==> config.mk <==
export PLATFORM = sky130hd
export DESIGN_NAME = fetch_ctrl_flat
export DESIGN_NICKNAME = d
export VERILOG_FILES = /design/src/rtl/fetch_ctrl_if.sv /design/src/rtl/fetch_ctrl.sv /design/src/flat_wrapper.sv
export SDC_FILE = /design/constraint.sdc
export NUM_CORES = 1
export LEC_CHECK = 0
export CAP_MARGIN = 5
export CORE_MARGIN = 2
export CORE_UTILIZATION = 49
export CTS_BUF_LIST = sky130_fd_sc_hd__clkbuf_8
export CTS_CLUSTER_SIZE = 16
export DETAILED_ROUTE_END_ITERATION = 7
export PLACE_DENSITY = 0.9
export SLEW_MARGIN = 0
export SYNTH_ARGS = -nofsm -noshare
export SYNTH_HDL_FRONTEND = slang
export SYNTH_SLANG_ARGS = --single-unit
==> constraint.sdc <==
create_clock -name clk -period 2.15 [get_ports clk]
set_input_delay 0.3225 -clock clk [delete_from_list [all_inputs] [get_ports clk]]
set_output_delay 0.3225 -clock clk [all_outputs]
set_load 0.005 [all_outputs]
==> src/rtl/fetch_ctrl_if.sv <==
// Fetch controller bus: run control, instruction LUT port and ALU flags.
// The err signal exists only when FETCH_WATCHDOG_EN is defined.
interface fetch_ctrl_if;
    localparam int unsigned IPTR_W = 9;
    localparam int unsigned INST_W = 20;

    logic              start;
    logic [1:0]        prog_sel;
    logic [INST_W-1:0] inst;
    logic              stall;
    logic              eq;
    logic              lt;
    logic              gt;
    logic [IPTR_W-1:0] iptr;
    logic              inst_valid;
    logic              busy;
    logic              done;
`ifdef FETCH_WATCHDOG_EN
    logic              err;

    modport master (
        input  start, prog_sel, inst, stall, eq, lt, gt,
        output iptr, inst_valid, busy, done, err
    );
    modport slave (
        output start, prog_sel, inst, stall, eq, lt, gt,
        input  iptr, inst_valid, busy, done, err
    );
`else
    modport master (
        input  start, prog_sel, inst, stall, eq, lt, gt,
        output iptr, inst_valid, busy, done
    );
    modport slave (
        output start, prog_sel, inst, stall, eq, lt, gt,
        input  iptr, inst_valid, busy, done
    );
`endif
endinterface

==> src/rtl/fetch_ctrl.sv <==
// Instruction fetch sequencer: walks a selected program in the LUT, resolves
// PC-relative branches and halts. Optional retire watchdog: FETCH_WATCHDOG_EN.
module fetch_ctrl #(
    parameter int unsigned WDOG_LIMIT = 4096
) (
    input  logic          clk,
    input  logic          reset,
    fetch_ctrl_if.master  bus
);
    localparam int unsigned IPTR_W = 9;
    localparam int unsigned OP_W   = 5;

    localparam logic [OP_W-1:0] OP_BE   = 5'b00111;
    localparam logic [OP_W-1:0] OP_BL   = 5'b01000;
    localparam logic [OP_W-1:0] OP_BG   = 5'b01001;
    localparam logic [OP_W-1:0] OP_BA   = 5'b01010;
    localparam logic [OP_W-1:0] OP_HALT = 5'b01110;

    typedef enum logic [1:0] {
        ST_IDLE,
        ST_RUN,
        ST_DONE
    } state_e;

    state_e              state_q, state_d;
    logic [IPTR_W-1:0]   iptr_q, iptr_d;
    logic [IPTR_W-1:0]   end_q, end_d;
    logic                busy_q, busy_d;
    logic                done_q, done_d;

    logic [OP_W-1:0]     opcode;
    logic                taken;
    logic [IPTR_W-1:0]   target;
    logic                retire;
    logic                start_acc;
    logic                wdog_hit;
    logic                inst_hi_unused;

    assign opcode    = bus.inst[19:15];
    assign retire    = (state_q == ST_RUN) && !bus.stall;
    assign start_acc = (state_q == ST_IDLE) && bus.start;
    // Low 9 bits of the sign-extended offset are all that survive truncation.
    assign target    = iptr_q + bus.inst[IPTR_W-1:0];
    assign inst_hi_unused = ^bus.inst[14:IPTR_W];

    always_comb begin
        taken = 1'b0;
        unique case (opcode)
            OP_BE:   taken = bus.eq;
            OP_BL:   taken = bus.lt;
            OP_BG:   taken = bus.gt;
            OP_BA:   taken = 1'b1;
            default: taken = 1'b0;
        endcase
    end

`ifdef FETCH_WATCHDOG_EN
    localparam int unsigned CNT_W = 16;

    logic [CNT_W-1:0] cnt_q, cnt_d;
    logic             err_q, err_d;

    assign wdog_hit = retire && ((cnt_q + CNT_W'(1)) == CNT_W'(WDOG_LIMIT));

    always_comb begin
        cnt_d = cnt_q;
        err_d = err_q;
        if (start_acc) begin
            cnt_d = '0;
            err_d = 1'b0;
        end else if (retire) begin
            cnt_d = cnt_q + CNT_W'(1);
            if (wdog_hit) err_d = 1'b1;
        end
    end

    always_ff @(posedge clk) begin
        if (reset) begin
            cnt_q <= '0;
            err_q <= 1'b0;
        end else begin
            cnt_q <= cnt_d;
            err_q <= err_d;
        end
    end

    assign bus.err = err_q;
`else
    logic wdog_limit_unused;

    assign wdog_hit          = 1'b0;
    assign wdog_limit_unused = ^WDOG_LIMIT;
`endif

    // Next state; a completing run parks iptr at zero on its way through DONE.
    always_comb begin
        state_d = state_q;
        iptr_d  = iptr_q;
        end_d   = end_q;
        unique case (state_q)
            ST_IDLE: begin
                iptr_d = '0;
                if (bus.start) begin
                    unique case (bus.prog_sel)
                        2'd0: begin state_d = ST_RUN; iptr_d = 9'h001; end_d = 9'h018; end
                        2'd1: begin state_d = ST_RUN; iptr_d = 9'h019; end_d = 9'h029; end
                        2'd2: begin state_d = ST_RUN; iptr_d = 9'h02A; end_d = 9'h03B; end
                        default: state_d = ST_DONE;
                    endcase
                end
            end
            ST_RUN: begin
                if (!bus.stall) begin
                    if (wdog_hit) begin
                        state_d = ST_DONE;
                        iptr_d  = '0;
                    end else if (taken) begin
                        iptr_d = target;
                    end else if ((opcode == OP_HALT) || (iptr_q == end_q)) begin
                        state_d = ST_DONE;
                        iptr_d  = '0;
                    end else begin
                        iptr_d = iptr_q + IPTR_W'(1);
                    end
                end
            end
            ST_DONE: begin
                state_d = ST_IDLE;
                iptr_d  = '0;
            end
            default: begin
                state_d = ST_IDLE;
                iptr_d  = '0;
            end
        endcase
        busy_d = (state_d == ST_RUN);
        done_d = (state_d == ST_DONE);
    end

    always_ff @(posedge clk) begin
        if (reset) begin
            state_q <= ST_IDLE;
            iptr_q  <= '0;
            end_q   <= '0;
            busy_q  <= 1'b0;
            done_q  <= 1'b0;
        end else begin
            state_q <= state_d;
            iptr_q  <= iptr_d;
            end_q   <= end_d;
            busy_q  <= busy_d;
            done_q  <= done_d;
        end
    end

    assign bus.iptr       = iptr_q;
    assign bus.busy       = busy_q;
    assign bus.done       = done_q;
    assign bus.inst_valid = retire;

endmodule

==> src/flat_wrapper.sv <==
// flat-port wrapper written by rule: the top's interface ports become plain ports
module fetch_ctrl_flat 
#(
    parameter int unsigned WDOG_LIMIT = 4096
)
  (clk, reset, bus_start, bus_prog_sel, bus_inst, bus_stall, bus_eq, bus_lt, bus_gt, bus_iptr, bus_inst_valid, bus_busy, bus_done);
  fetch_ctrl_if bus_i ();
  input  logic clk;
  input  logic reset;
  input wire logic [$bits(bus_i.start)-1:0] bus_start;
  input wire logic [$bits(bus_i.prog_sel)-1:0] bus_prog_sel;
  input wire logic [$bits(bus_i.inst)-1:0] bus_inst;
  input wire logic [$bits(bus_i.stall)-1:0] bus_stall;
  input wire logic [$bits(bus_i.eq)-1:0] bus_eq;
  input wire logic [$bits(bus_i.lt)-1:0] bus_lt;
  input wire logic [$bits(bus_i.gt)-1:0] bus_gt;
  output wire logic [$bits(bus_i.iptr)-1:0] bus_iptr;
  output wire logic [$bits(bus_i.inst_valid)-1:0] bus_inst_valid;
  output wire logic [$bits(bus_i.busy)-1:0] bus_busy;
  output wire logic [$bits(bus_i.done)-1:0] bus_done;
  assign bus_i.start = bus_start;
  assign bus_i.prog_sel = bus_prog_sel;
  assign bus_i.inst = bus_inst;
  assign bus_i.stall = bus_stall;
  assign bus_i.eq = bus_eq;
  assign bus_i.lt = bus_lt;
  assign bus_i.gt = bus_gt;
  assign bus_iptr = bus_i.iptr;
  assign bus_inst_valid = bus_i.inst_valid;
  assign bus_busy = bus_i.busy;
  assign bus_done = bus_i.done;
  fetch_ctrl #(.WDOG_LIMIT(WDOG_LIMIT)) u_core (.clk(clk), .reset(reset), .bus(bus_i));
endmodule
==> results.toml <==
[global_route]
gr-usage-all-layers_pct = 24.15
antenna_found_initial = 0
grt_overflow = 0
grt_pass1_wl_um = 6348
grt_max_degree = 12
grt_pass1_vias = 1450

[final_layout]
final_nets = 282
fin_util_pct = 74.14
drive_gt1_share_pct = 18.14
diodes = 0
design_area_um2 = 2044
syn2layout_area_growth_pct = 43.33

[sta]
slew_viol_final = 0
period_share_pct = 95.68
rsz0062_at_grt = "yes"
setup_viol = 0
relSlewSlack_pct = 72.66
fin_setup_tns_ns = 0
period_minus_slack_ns = 2.057
fin_skew_ns = 0.003634
hold_viol = 0
layout_setup_ws_ns = 0.09288
worst_pin_slew_ns = 0.3998
fmax_mhz = 486.1

[synthesis]
synth_commonest_cells = "nor2_1, dfxtp_1, a21oi_1"
netlist_instances = 185
syn_area_um2 = 1426
ys_seq_area_share_pct = 23.86
synth-edff-count = 0
syn_area_per_cell_um2 = 7.710
synth.distinct_cells = 46
synth_ff_type = "dfxtp_1"
synth_top_area_share_pct = 23.86
synth.largest_area_cell = "dfxtp_1"
yosysWarnings = 0
synth_fp_nets = 229
synth_area_leaders = "dfxtp_1, ha_1, nor2_1"
yosysMostFrequentCell = "nor2_1"
synthArstFlopShare_pct = 0
ys_seq_elements = 17

[worst_setup_path]
crit_path_end_kind = "register"
path_cells = "or4_4, a211oi_2, a31oi_1, or3_1, mux2_4, nor3_1"
critPathSlowestCell = "or4_4"
start_kind = "register"
max_stage_delay_ns = 0.54
cp_top_family = "simple AND/OR/NAND/NOR gates"
critPathKind = "reg2reg"
crit_buf_inv = 0
critPathMaxFanout = 3
required_ns = 2.32
arrival_ns = 2.23

[cts]
clkTransAtPathRegs_ns = 0.07
cts_buffers = 3
clock_sinks = 17
clockBufferDepth = 2
clock_latency_ns = 0.26
postCtsSetupBuffers = 0
cts_tree = "yes"
htreeDepth = 1
cts-root-buf = "clkbuf_8"

[floorplan]
die_w_um = 57.96
initial_core_util_pct = 51.72
io_pins = 41
die_h_um = 57.96
num_rows = 19
die_area_um2 = 3359
core-area_um2 = 2758

[placement]
place_area_um2 = 1934
portBuffers = 34
place_ws_ns = -0.2678
hpwlAfterDp_um = 2999
place.gp.congestion = 0.8403

[routing]
first_pass_iters = 4
drc = 0
wl_per_cell_um = 15.21
finalWirelength_um = 4076
drt-initial-drc-count = 77
via_per_inst = 6.007
ant_nets = 0
num_vias = 1610

[pwr]
p_clk_share_pct = 26.4
p_int_uw = 634.1
p_leak_uw = 0.0008524
p_per_area_nw_per_um2 = 455.4
sw_frac_of_total_pct = 31.89
p_comb_share_pct = 36.1
ir_worst_vdd_mv = 0.4121
power_switching_uw = 297.0
power_frac_seq_pct = 37.5

[outcome]
outcome = "finished clean"

[job]
cap_viol_max_count = 0

[min_path]
hp-class = "reg2reg"
[tightest hold or removal path, delay by kind of cell, from the launching register on]
family	cells	cell delay, ns
flip-flops	1	0.33
AND/OR/NAND/NOR	2	0.14
[power groups by stage]
stage	logic [µW]	clock network [µW]	registers [µW]
2_1_floorplan	168	0	357
3_3_place_gp	303	0	354
3_5_place_dp	312	0	355
4_1_cts	316	242	348
5_1_grt	363	260	351
6_report	336	246	349
[registers in the layout (all words and copies together), names as in the netlist]
register,count
u_core.bus.busy,1
u_core.bus.done,1
u_core.state_q,2
u_core.bus.iptr,9
u_core.end_q,4
[worst paths after layout]
kind | end | cells past startpoint | slack [ns] | from
max reg2reg | u_core.bus.done | 6 | 0.09 | u_core.bus.iptr[8]
max | u_core.bus.done | 6 | 0.09 | u_core.bus.iptr[8]
min reg2reg | u_core.end_q[3] | 2 | 0.51 | u_core.end_q[3]
min | u_core.end_q[3] | 2 | 0.51 | u_core.end_q[3]
[metrics by stage]
step	instances	power, µW	hold WS [ns]
6_report	268	931.1	0.5086
3_5_place_dp	264	667.3	0.4942
3_3_place_gp	264	657.7	0.4804
5_1_grt	268	973.8	0.5350
4_1_cts	268	906.9	0.5040
2_1_floorplan	185	525.1	0.4577
[per-layer routing]
layer	vias to the layer above	routed length (µm)	track usage, %	share of wire [%]
met2	94	2005	41.07	49
met3	11	341	3.348	8.4
met5	-	0	0	0
met4	0	85	9.635	2.1
met1	735	1643	30.79	40
li1	770	-	-	-
[area by class of cell]
cell class | count | area [µm²]
clock buffer | 3 | 41.29
clock inverter | 1 | 5.005
fill | 204 | 713.2
inverter | 8 | 30.03
multi-input combinational | 153 | 1089
sequential | 17 | 340.3
tap | 31 | 38.79
timing repair buffer | 55 | 500.5
[timing repair]
item,4_1_cts,5_1_grt
endpoints found under the setup margin,1,5
hold buffers,0,0
pin swaps,0,6
gates resized for setup,1,13
[logic make-up after synthesis]
logic type               Yosys count  share of synthesized area, %
adder cells (fa/ha/maj)           15                         13.68
buffers and inverters             15                         4.123
AND/OR/NAND/NOR                   77                         27.28
multiplexers                       3                         2.456
AO/OA/AOI/OAI                     49                         23.07
XOR/XNOR                           9                         5.527
flip-flops                        17                         23.86
[layout by cell type (no fill, tap or decap), drive strengths merged, types with 3 or more instances in the layout]
| master | instances |
|---|---|
| o211ai | 4 |
| nand2b | 6 |
| clkdlybuf4s50 | 33 |
| dfxtp | 17 |
| buf | 21 |
| o21ai | 7 |
| nand3 | 6 |
| ha | 14 |
| a211oi | 5 |
| a21oi | 16 |
| nor2 | 22 |
| nand2 | 15 |
| clkbuf | 3 |
| inv | 8 |
| nor3 | 7 |
| nor2b | 6 |
| xnor2 | 7 |
No activity file was read; power rests on OpenSTA's default activity.
